`src/rtl/dual_cam_sbs_reader.sv`:
```
// Side-by-side pixel source for the HDMI output stage: camera A on the left half of
// each line, camera B on the right, served one pixel per data_req from standard-read FIFOs.
//   state  | meaning
//   IDLE   | after reset, waiting for the first vsync
//   SYNC   | inside vsync, line counter parked at 0
//   ACTIVE | frame geometry latched, serving pixel requests
module dual_cam_sbs_reader #(
  parameter int                DATA_W    = 16,
  parameter int                CNT_W     = 11,
  parameter bit                VS_POL    = 1'b0,
  parameter logic [DATA_W-1:0] BLANK_PIX = 16'h0000
) (
  input  logic              pixel_clk,
  input  logic              sys_rst,
  input  logic              video_vs,
  input  logic [CNT_W-1:0]  h_disp,
  input  logic              data_req,
  input  logic              sbs_en,
  output logic [DATA_W-1:0] data_out,
  input  logic [DATA_W-1:0] fifo_a_rdata,
  input  logic              fifo_a_empty,
  output logic              fifo_a_rd_en,
  input  logic [DATA_W-1:0] fifo_b_rdata,
  input  logic              fifo_b_empty,
  output logic              fifo_b_rd_en,
  output logic              frame_start,
  output logic              underflow,
  output logic [15:0]       underflow_cnt
);

  typedef enum logic [1:0] {IDLE, SYNC, ACTIVE} state_t;

  state_t             state, state_nx;
  logic               vs_act, vs_d;
  logic [CNT_W-1:0]   h_cnt, half_w, h_disp_l;
  logic               sbs_en_l;
  logic               req_d, sel_b_d, blank_d;
  logic [DATA_W-1:0]  hold_pix;

  logic               sel_b, active_req, line_ok, sel_empty, rd_ok, starve, frame_go;

  assign vs_act     = (video_vs == VS_POL);
  assign sel_b      = sbs_en_l & (h_cnt >= half_w);
  assign active_req = (state == ACTIVE) & data_req;
  assign line_ok    = (h_disp_l != '0);
  assign sel_empty  = sel_b ? fifo_b_empty : fifo_a_empty;
  assign rd_ok      = active_req & line_ok & ~sel_empty;
  assign starve     = active_req & line_ok & sel_empty;
  assign frame_go   = (state == SYNC) & (state_nx == ACTIVE);

  assign fifo_a_rd_en = rd_ok & ~sel_b;
  assign fifo_b_rd_en = rd_ok & sel_b;

  always_comb begin
    state_nx = state;
    case (state)
      IDLE:    if (vs_act) state_nx = SYNC;
      SYNC:    if (vs_d && !vs_act) state_nx = ACTIVE;
      ACTIVE:  if (vs_act) state_nx = SYNC;
      default: state_nx = IDLE;
    endcase
  end

  // rdata of a standard-read FIFO lands the cycle after rd_en, so the mux is driven
  // by the select/blank flags registered alongside the read.
  always_comb begin
    data_out = hold_pix;
    if (req_d) begin
      if (blank_d)      data_out = BLANK_PIX;
      else if (sel_b_d) data_out = fifo_b_rdata;
      else              data_out = fifo_a_rdata;
    end
  end

  always_ff @(posedge pixel_clk or posedge sys_rst) begin
    if (sys_rst) begin
      state         <= IDLE;
      vs_d          <= 1'b0;
      h_cnt         <= '0;
      half_w        <= '0;
      h_disp_l      <= '0;
      sbs_en_l      <= 1'b0;
      req_d         <= 1'b0;
      sel_b_d       <= 1'b0;
      blank_d       <= 1'b1;
      hold_pix      <= BLANK_PIX;
      frame_start   <= 1'b0;
      underflow     <= 1'b0;
      underflow_cnt <= '0;
    end else begin
      state       <= state_nx;
      vs_d        <= vs_act;
      frame_start <= frame_go;
      req_d       <= data_req;
      sel_b_d     <= sel_b;
      blank_d     <= ~rd_ok;
      hold_pix    <= data_out;

      if (frame_go) begin
        h_disp_l <= h_disp;
        sbs_en_l <= sbs_en;
        half_w   <= h_disp >> 1;
      end

      if (state != ACTIVE || state_nx != ACTIVE) begin
        h_cnt <= '0;
      end else if (active_req && line_ok) begin
        if (h_cnt == h_disp_l - CNT_W'(1)) h_cnt <= '0;
        else                               h_cnt <= h_cnt + CNT_W'(1);
      end

      if (starve) begin
        underflow <= 1'b1;
        if (underflow_cnt != 16'hFFFF) underflow_cnt <= underflow_cnt + 16'd1;
      end
    end
  end

endmodule

```
`config.mk`:
```
export PLATFORM = sky130hd
export DESIGN_NAME = dual_cam_sbs_reader
export DESIGN_NICKNAME = d
export VERILOG_FILES = /design/src/rtl/dual_cam_sbs_reader.sv
export SDC_FILE = /design/constraint.sdc
export NUM_CORES = 1
export LEC_CHECK = 0
export BUFFER_PORTS_ARGS = -buffer_cell sky130_fd_sc_hd__buf_4
export CAP_MARGIN = 10
export CORE_UTILIZATION = 54
export CTS_CLUSTER_DIAMETER = 80
export DETAILED_ROUTE_END_ITERATION = 10
export PLACE_DENSITY = 0.79
export SETUP_SLACK_MARGIN = 0.4
export SLEW_MARGIN = 10
export SYNTH_ARGS = -nofsm -noshare
export SYNTH_HDL_FRONTEND = slang
export SYNTH_SLANG_ARGS = --single-unit
```
`constraint.sdc`:
```
create_clock -name pixel_clk -period 2.9 [get_ports pixel_clk]
set_input_delay 0.145 -clock pixel_clk [delete_from_list [all_inputs] [get_ports pixel_clk]]
set_output_delay 0.145 -clock pixel_clk [all_outputs]
set_load 0.02 [all_outputs]
```
[Word level (Yosys, flattened, before mapping)]
Index checks and enable logic that the tools add are counted.
Storage, ports and cells
  register bits after elaboration: 73
  input bits: 50
Operators by class
  add/subtract/negate cells: 3
  $lt $le $gt $ge: 1
  eq/ne operators: 7
  multiplexer cells: 10
  bitwise gates (word level): 12
  reductions and logical operators: 8
Operators by type and width (count)
  16-bit 2-to-1 mux: 3
  11-bit 2-to-1 mux: 3
  16-bit by 1-bit adder with 16-bit output, second input constant: 1
  16-bit inequality test, second input constant: 1
  11-bit by 1-bit adder with 11-bit output, second input constant: 1
  11-bit equality test: 1
  11-bit by 10-bit greater-or-equal comparator with 1-bit output: 1
  11-bit nonzero test: 1
  11-bit by 1-bit subtractor with 11-bit output, second input constant: 1
  1-bit AND: 8
  2-bit equality test, second input constant: 2
  2-bit 2-to-1 mux: 2
  2-bit inequality test, second input constant: 2
  1-bit inverter: 4
  2-bit one-hot mux with 2 select lines: 1
  2-bit by 1-bit equality test with 1-bit output, second input constant: 1
  1-bit logical AND: 2
  2-bit zero test: 1
  2-bit AND reduction: 1
  2-bit nonzero test: 1
  2-bit OR reduction: 1
  1-bit logical OR: 1
  1-bit 2-to-1 mux: 1

[Depth between registers and ports, before layout]
  depth in word-level cells: 6
  gate-level depth with buffers: 11

[Least setup slack after synthesis]
No wires, ideal clock.
  path kind: flip-flop to flip-flop
  from: register h_disp_l[2]
  to: register h_cnt[2]
  data arrival time: 2291 ps
  data required time: 2761 ps
  setup slack: 470 ps
  cell stages (with the launch flop): 10
  buffers on the path: 2
  period minus slack after synthesis: 2430 ps
  cells stage by stage: dfrtp_1 -> buf_2 -> or4_1 -> clkbuf_1 -> or3_1 -> a21oi_1 -> o221a_2 -> nand2_2 -> nor4_4 -> nor4_1
On the way
  word-level cells in the longest chain between the ends: 5
  elaborated cells on any way between the ends: 8
  those cells by class: add/sub (1); eq/ne (1); mux (3); reduce/logical (3)
RTL lines
  start, declared: line 35  | logic [CNT_W-1:0] h_cnt, half_w, h_disp_l;
  start signal, assigned: line 100  | h_disp_l <= h_disp;
  11-bit by 1-bit subtractor with 11-bit output: line 108  | if (h_cnt == h_disp_l - CNT_W'(1)) h_cnt <= '0;
  11-bit equality test: line 108
  11-bit 2-to-1 mux: line 108
  11-bit 2-to-1 mux: line 107  | end else if (active_req && line_ok) begin
  11-bit 2-to-1 mux: line 105  | if (state != ACTIVE || state_nx != ACTIVE) begin
  end signal, assigned: line 109  | else h_cnt <= h_cnt + CNT_W'(1);
  end, declared: line 35
Parallel ways exist; a longest one is shown, timed or not. The select of a mux whose other input is x is not followed.
A chain may end at the register's enable or synchronous reset.

[Worst setup path after layout]
  from: register h_disp_l[3]
  to: output port fifo_a_rd_en
On the way
  word-level cells in the longest chain between the ends: 4
RTL lines
  11-bit nonzero test: line 45  | assign line_ok = (h_disp_l != '0);
  1-bit AND (2 in a row): line 47  | assign rd_ok = active_req & line_ok & ~sel_empty;
  1-bit AND: line 51  | assign fifo_a_rd_en = rd_ok & ~sel_b;
  end, declared: line 22  | output logic fifo_a_rd_en,
No other way between the ends.

==> flow_metrics.tcl <==
set metrics [dict create \
    hold_path_class "in -> reg" \
    synth_top_flop_cell "dfrtp_1" \
    htreeDepth 3 \
    layout.cells.non_filler 562 \
    worst-setup-path-type "reg -> out" \
    ant_nets 0 \
    vias 3303 \
    die_x_um 82.6 \
    crit_path_cell_trace "inv_1 -> ha_1 -> a21o_1 -> a31oi_1 -> o21ai_1 -> a21oi_2 -> buf_4 -> inv_1 -> nor3_2 -> buf_4" \
    drc_errors 0 \
    cellPowerDensity_mw_per_mm2 543 \
    path_buf_inv 4 \
    fin_area_sq_mm 0.00471 \
    drive_gt1_frac 0.318 \
    dieArea_sq_mm 0.00683 \
    p_leak_nw 2.15 \
    io_buffer_count 85 \
    syn_nets 440 \
    grt_max_degree 49 \
    nFillCells 429 \
    gp_congestion 0.879 \
    slew_headroom 0.361 \
    ctsRootBufferMaster "clkbuf_8" \
    grt_pass1_vias 2899 \
    initial_core_util 0.556 \
    dr.pass1.iters 7 \
    layout.nets 543 \
    die_h_um 82.6 \
    p_sw_frac 0.317 \
    cts.clk_slew.worst_paths_ns 0.07 \
    synth_cell_types 45 \
    drt-wirelength-per-cell_um 16.2 \
    cts_buffer_depth 2 \
    p_switching_mw 0.810 \
    async_flop_share 1.00 \
    multiInputGateArea_sq_mm 0.00181 \
    cp.arrival_ns 2.28 \
    startpoint_type "register" \
    track_usage 0.258 \
    num_rows 29 \
    ir_worst_vdd_mv 0.405 \
    wl_met3_um 541 \
    status "complete, but fails checks" \
    first_iter_violations 257 \
    crit_family "compound AO/OA/AOI/OAI gates" \
    final.min_clock_period_ns 2.42 \
    ys_seq_elements 63 \
    combinationalPowerShare 0.248 \
    dp_cells 529 \
    fmax_mhz 413 \
    p_int_mw 1.75 \
    routedLengthMet1_mm 3.87 \
    cts_buffers 9 \
    dr_wl_met2_mm 4.54 \
    synth_edf_count 0 \
    io_pins 86 \
    setup_ws_ns 0.479 \
    rsz0062_at_grt "false" \
    pwr-share-clk 0.345 \
    grt_pass1_wl_mm 13.2 \
    setup-violations-final 0 \
    hold_slack_ns -0.00308 \
    clock_sinks 63 \
    maxSlewViolCount 0 \
    dp_slack_ns 0.278 \
    syn2layout_area_growth_pct 34.0 \
    fin_worst_skew_ns 0.0120 \
    hpwl_mm 6.02 \
    synth_seq_area_share 0.449 \
    top_layer "met4" \
    insertion_delay_ns 0.36 \
    antenna_found_initial 0 \
    required_ns 2.76 \
    antenna_cells_inserted 0 \
    slowest_stage "dfrtp_2" \
    finalHoldViolCount 1 \
    tightest_slew_ns 0.957 \
    tns_ns 0 \
    regArea_sq_mm 0.00159 \
    p_seq_frac 0.407 \
    syn_avg_cell_area_sq_um 9.32 \
    cts_tree "built" \
    critical_path.max_fanout 4 \
    fin_crit_sh 0.835 \
    yosysWarnings 0 \
    vias_per_cell 5.88 \
    wirelength_mm 9.12 \
    core_sq_mm 0.00631 \
    placed_cell_area_sq_mm 0.00423 \
    drv_cap 0 \
    cpPeakStageDelay_ns 0.41 \
    violations "negative hold slack" \
    grt_overflow_total 0 \
    setup.worst_path.end_class "primary output" \
    synth_area_sq_mm 0.00351 \
    synthCells 377 \
]
cells in the mapped netlist (3+ instances only):
cell type | instances | area, sq um
nor4_1 | 10 | 62.6
a31oi_1 | 4 | 25.0
nor3b_1 | 3 | 22.5
and3_1 | 11 | 68.8
o21ai_0 | 23 | 115
a21oi_1 | 11 | 55.1
dfrtp_1 | 62 | 1550
clkbuf_1 | 15 | 56.3
nor2_1 | 18 | 67.6
nand2_1 | 25 | 93.8
ha_1 | 13 | 163
inv_1 | 37 | 139
xor2_1 | 7 | 61.3
nand4_1 | 11 | 68.8
nand3_1 | 26 | 130
o22ai_1 | 16 | 100
nor3_1 | 9 | 45.0
mux2i_1 | 17 | 170
and4_1 | 3 | 26.3
xnor2_1 | 21 | 184
flip-flops by register name, indices dropped and copies added, names as in the netlist:
signal and count:
req_d 1, h_cnt 11, sel_b_d 1, h_disp_l 11, underflow 1, frame_start 1, state 2, underflow_cnt 16
blank_d 1, hold_pix 16, sbs_en_l 1, vs_d 1
area by class of cell:
cell class	instances	area share
clock buffers	9	0.0263
flip-flops and latches	63	0.338
clock inverters	7	0.0221
well taps	77	0.0205
repair buffers	109	0.178
multi-input cells	259	0.385
inverters	38	0.0303
worst min-delay path, cell delays in order:
cell,delay [ns]
buf_4,0.08
nand2_1,0.04
o21ai_0,0.06
power by group through the flow:
stage	sequential [mW]	clock, mW	combinational (mW)
finish	1.04	0.880	0.635
global placement	1.05	0	0.524
detailed placement	1.05	0	0.541
floorplan	1.05	0	0.354
CTS	1.04	0.881	0.563
global route	1.05	0.923	0.699
cell usage in the layout, fill, tap and decap left out, types with 10 or more instances in the layout:
cell / instances
buf_4: 103
o21ai_0: 21
nor2_1: 17
dfrtp_1: 52
nand4_1: 11
nor4_1: 10
nand3_1: 26
and3_1: 11
mux2i_1: 17
xnor2_1: 21
dfrtp_2: 10
o22ai_1: 16
inv_1: 36
ha_1: 11
nand2_1: 24
layer usage:
metal,up-vias,GRT usage
met5,-,0
met4,0,0.105
met2,127,0.416
met3,26,0.0549
li1,1555,-
met1,1595,0.335
logic make-up after synthesis:
logic type,after synthesis,share of synthesized area
XOR/XNOR,28,0.0698
buffers and inverters,55,0.0591
flip-flops,63,0.449
adder cells (fa/ha/maj),13,0.0463
multiplexers,19,0.0549
AND/OR/NAND/NOR,130,0.200
AO/OA/AOI/OAI,69,0.120
per-stage QoR:
stage	power, mW	util
floorplan	1.40	-
global placement	1.57	0.671
detailed placement	1.59	0.671
CTS	2.48	0.720
global route	2.67	0.745
finish	2.55	0.745
worst paths after layout:
kind / startpoint / end / slack (ns) / cells after the start
worst max register to register: h_disp_l[3] / underflow_cnt[15] / 0.49 / 10
worst min register to register: state[1] / state[0] / 0.48 / 1
worst max-delay path: h_disp_l[3] / fifo_a_rd_en / 0.48 / 10
min in group asynchronous: sys_rst / underflow_cnt[1] / 0.01 / 2
worst min-delay path: h_disp[6] / h_disp_l[6] / -0.003 / 3
max in group asynchronous: sys_rst / blank_d / 2.14 / 3
repair_timing:
item / 4_1_cts / 5_1_grt
cloned: 0 / 1
gates resized for setup: 6 / 24
setup endpoints to repair: 15 / 27
hold endpoints to repair: 4 / 0
pin swaps: 2 / 5
setup buffers: 4 / 8
hold buffers: 4 / 0
(Power assumes the default switching activity.)
